--- src/rtl/fetch_stage.sv ---
// Fetch stage of the 5-stage MIPS pipeline.
// Holds the PC register, derives the instruction-memory word address and the
// fetch-error flag from it, and owns the F/D pipeline register that launches
// {D_PC, D_Instr} into Decode. A single stall freezes PC and F/D together.
module fetch_stage #(
    parameter logic [31:0] PC_RESET = 32'h0000_3000,
    parameter logic [31:0] IM_BASE  = 32'h0000_3000,
    parameter int unsigned IM_DEPTH = 4096,
    parameter int unsigned IM_AW    = 12
) (
    input  logic             clk,
    input  logic             reset,
    input  logic             stall,
    input  logic [31:0]      npc,
    output logic [IM_AW-1:0] im_addr,
    input  logic [31:0]      im_rdata,
    output logic [31:0]      F_PC,
    output logic             F_pc_err,
    output logic [31:0]      D_PC,
    output logic [31:0]      D_Instr,
    output logic             D_valid,
    output logic             D_pc_err,
    output logic [31:0]      fetch_cnt
);

    // Size of the instruction-memory window in bytes, kept 33 bits wide so a
    // window reaching the top of the address space does not wrap to zero.
    localparam logic [32:0] IM_SIZE = 33'(IM_DEPTH) << 2;

    logic [31:0] pc_q,    pc_d;
    logic [31:0] dpc_q,   dpc_d;
    logic [31:0] dins_q,  dins_d;
    logic        dval_q,  dval_d;
    logic        derr_q,  derr_d;
    logic [31:0] cnt_q,   cnt_d;

    logic [31:0] pc_off;
    logic        misaligned;
    logic        below_base;
    logic        above_top;

    // Byte offset of the fetch PC into the instruction-memory window.
    assign pc_off  = pc_q - IM_BASE;
    assign im_addr = pc_off[IM_AW+1:2];

    // Upper bound checked on the offset rather than on F_PC: once F_PC >= IM_BASE
    // the offset is exact, so offset >= size is the same as the 33-bit compare
    // F_PC >= IM_BASE + size, without building a 33-bit adder on the PC.
    assign misaligned = |pc_q[1:0];
    assign below_base = pc_q < IM_BASE;
    assign above_top  = {1'b0, pc_off} >= IM_SIZE;
    assign F_pc_err   = misaligned | below_base | above_top;

    // Next-state for PC and F/D: everything advances together unless stalled.
    always_comb begin
        pc_d   = pc_q;
        dpc_d  = dpc_q;
        dins_d = dins_q;
        dval_d = dval_q;
        derr_d = derr_q;
        cnt_d  = cnt_q;
        if (!stall) begin
            pc_d   = npc;
            dpc_d  = pc_q;
            dins_d = F_pc_err ? '0 : im_rdata;
            dval_d = 1'b1;
            derr_d = F_pc_err;
            cnt_d  = cnt_q + 32'd1;
        end
    end

    // PC and F/D registers; synchronous reset has priority over stall.
    always_ff @(posedge clk) begin
        if (reset) begin
            pc_q   <= PC_RESET;
            dpc_q  <= '0;
            dins_q <= '0;
            dval_q <= 1'b0;
            derr_q <= 1'b0;
            cnt_q  <= '0;
        end else begin
            pc_q   <= pc_d;
            dpc_q  <= dpc_d;
            dins_q <= dins_d;
            dval_q <= dval_d;
            derr_q <= derr_d;
            cnt_q  <= cnt_d;
        end
    end

    assign F_PC      = pc_q;
    assign D_PC      = dpc_q;
    assign D_Instr   = dins_q;
    assign D_valid   = dval_q;
    assign D_pc_err  = derr_q;
    assign fetch_cnt = cnt_q;

endmodule
--- config.mk ---
export PLATFORM = sky130hd
export DESIGN_NAME = fetch_stage
export DESIGN_NICKNAME = d
export VERILOG_FILES = /design/src/rtl/fetch_stage.sv
export SDC_FILE = /design/constraint.sdc
export NUM_CORES = 1
export LEC_CHECK = 0
export CAP_MARGIN = 30
export CORE_ASPECT_RATIO = 1.2
export CORE_UTILIZATION = 44
export DETAILED_ROUTE_END_ITERATION = 10
export HOLD_SLACK_MARGIN = 0.15
export PLACE_DENSITY = 0.83
export SLEW_MARGIN = 5
export SYNTH_ARGS = -nofsm -noshare
export SYNTH_HDL_FRONTEND = slang
export SYNTH_SLANG_ARGS = --single-unit
--- constraint.sdc ---
create_clock -name clk -period 2.62 [get_ports clk]
set_clock_uncertainty 0.2 [all_clocks]
set_input_delay 0.262 -clock clk [delete_from_list [all_inputs] [get_ports clk]]
set_output_delay 0.262 -clock clk [all_outputs]
set_load 0.03 [all_outputs]
==> run summary <==
Commonest non-fill, non-tap cell in the layout: clkdlybuf4s50_1
Synth cell types: 45
Antenna diodes: 0
Max_slew headroom: 40.2%
Xor and xnor area share after synthesis: 4.67%
Design Area, Final: 8370 um2
Worst-Margin Slew: 0.896 ns
Leak: 3.17 nW
IO buf count: 209
Routed Wire Length: 14100 um
Final ANT Viol Nets: 0
Per-cell routed wire length: 14.9 um
Clock transition at path regs: 0.06 ns
TritonCTS Buffers: 17
Top-area cell type share of the netlist area: 47.9%
Cell Pwr Density: 638 nW/um2
Worst hold path depth: 3
Starting density of the core: 45.1%
Core box area: 12100 um2
Fill count: 895
Net Count, Synth: 642
Share of layout cells above drive strength 1: 12.5%
Crit path DAT: 2.38 ns
Skew-Pair Late Insertion Delay: 0.41 ns
Largest net degree at the start of global routing: 68
Final routed DRC violation total: 0
Synth Area in Compound Gates: 10.7%
R2R Path End: D_Instr[31]
Vias per inst: 5.03
Mux cell area share after synthesis: 11.6%
Clk sinks: 130
Max-slew violations: 0
Register area share after synthesis: 47.9%
Crit Path Max Fanout: 4
DP Area: 7620 um2
First-pass GRT wire length: 22000 um
Synth area leader: dfxtp_1
Synth Instances: 572
CP required: 2.16 ns
Setup-failing EPs final: 1
Vias in the first global route: 4610
Adder-cell area share of the yosys netlist: 0.690%
Crit path time final: 2.84 ns
Synth area leaders: dfxtp_1, mux2i_1, o31ai_2
Final WS setup: -0.224 ns
Finished Layout Cells: 950
Crit path capture type: primary output
Multi-input gate area: 2600 um2
Largest family of logic cells by synthesized area: simple AND/OR/NAND/NOR gates
Hold endpoint: D_Instr[25]
RSZ-0062 raised after global routing: true
Area delta synth->final: 53.9%
Clock Tree Buf Depth: 2
Routability cong.: 0.834
Seq cells post-synth: 130
Mapped Avg Cell Area: 9.51 um2
Final layout net count: 846
R2R depth: 8
FF-to-FF setup slack: 0.15 ns
Htree depth: 4
Commonest cells after routing, fill and taps aside: clkdlybuf4s50_1, dfxtp_1, nor2_1
Post-synthesis simple-gate area fraction: 19.3%
Rows: 44
Cells after DPL: 911
Die Y: 124 um
Hold wc startpoint: im_rdata[25]
DRT Pass-1 Iters: 4
Final Hold Fails: 0
Dpl hpwl: 9950 um
EDFF count, synth: 0
Global route total overflow: 0
Hold slack: 0.218 ns
Hold crit path type: primary input to register
DIE AREA: 12800 um2
Total GRT Usage: 22.1%
CTS tree: done
Synth Flop Type: dfxtp_1
Max-cap violations: 0
Max Freq: 0.352 GHz
Antenna violations before repair: 0
Synth Cell Area: 5440 um2
Tcrit/Tclk final: 109%
Via count: 4776
Failing checks: negative setup slack
Status: finished, violations left
Async set or reset register ratio after synthesis: 0%
DIE WIDTH: 103 um
Storage element area: 2610 um2
Starting DRT DRC Count: 146
Root Buffer: clkbuf_16
YS warnings: 0
Num ports: 210
Kind of critical path: register to primary output
Worst r2r src: F_PC[12]
Worst vdd ir: 0.511 mV
Startpoint Class: register
DP Worst Slack: 0.0626 ns
==> report_power, final <==
| part | total, W | switching [W] | internal, W |
|---|---|---|---|
| registers | 0.00209 | 0.0000575 | 0.00203 |
| logic | 0.000713 | 0.000385 | 0.000328 |
| clock network | 0.00253 | 0.000834 | 0.00170 |
| total | 0.00533 | 0.00128 | 0.00406 |
==> per-layer routing <==
metal  track usage (%)  share of wire, %  vias to the layer above
met5                 0                 0                        -
met4              8.98               1.9                        0
met3              6.79               5.6                       25
met2              38.4                52                      160
met1              24.9                40                     2237
li1                  -                 -                     2354
==> flip-flops by register name, summed over array words and instances (netlist names) <==
signal,cells
D_PC,32
D_valid,1
D_Instr,32
fetch_cnt,32
F_PC,32
D_pc_err,1
==> worst max-delay path: stages (launching register included) <==
cell,delay [ns]
dfxtp_4,0.36
ha_4,0.18
or3b_4,0.37
a211oi_2,0.22
o2111ai_2,0.13
a221o_2,0.33
or2_4,0.24
buf_6,0.14
==> cell families (layout without fill, tap and decap cells) <==
group | Yosys count | after routing
simple gates | 234 | 234
flops | 130 | 130
mux | 63 | 63
buf+inv | 57 | 274
compound gates | 56 | 56
xor+xnor | 29 | 29
fa+ha+maj | 3 | 3
==> through the flow <==
stage / utilization [%] / total power, W / TNS [ns]
after global placement: 63.2 / 0.00280 / 0
final: 69.4 / 0.00533 / -0.224
after CTS: 69.0 / 0.00536 / -0.272
after detailed placement: 63.2 / 0.00282 / 0
after global routing: 69.4 / 0.00552 / -0.332
after floorplan: - / 0.00252 / 0
==> synthesized netlist by cell type (4+ instances only) <==
cell type,number
buf_1,5
nand4_1,5
clkbuf_1,23
buf_2,4
nor2b_1,4
nand2_1,74
o31ai_2,30
o21ai_0,5
nor4_1,6
inv_1,11
nand3_1,10
xnor2_1,26
mux2i_1,63
nor3_1,13
buf_4,10
a21oi_1,7
buf_6,4
nor2_1,99
or3_1,4
dfxtp_1,130
==> area by class of cell <==
type / count / area share, %
repair buffers: 231 / 27.2
inverters: 11 / 0.493
clock inverters: 8 / 1.78
flip-flops and latches: 130 / 31.2
well taps: 161 / 2.41
multi-input cells: 385 / 31.1
clock buffers: 24 / 5.88
==> worst max path at each step <==
stage	startpoint	endpoint	slack, ns	depth (start not counted)
6_report	F_PC[12]	F_pc_err	-0.22	7
5_1_grt	F_PC[14]	F_pc_err	-0.33	6
4_1_cts	F_PC[12]	F_pc_err	-0.27	7
3_5_place_dp	F_PC[31]	F_pc_err	0.06	6
3_3_place_gp	F_PC[31]	F_pc_err	0.06	6
2_1_floorplan	F_PC[13]	F_pc_err	0.02	7
==> what timing repair did <==
item                                   4_1_cts  5_1_grt
resized for setup                            7        5
endpoints found under the hold margin       38        0
buffers inserted                             2        3
setup endpoints to repair                    1       25
gates cloned                                 0        0
pin swaps                                    6        3
hold buffers                                 2        0
Note: power is estimated with default switching activity, not from simulation.
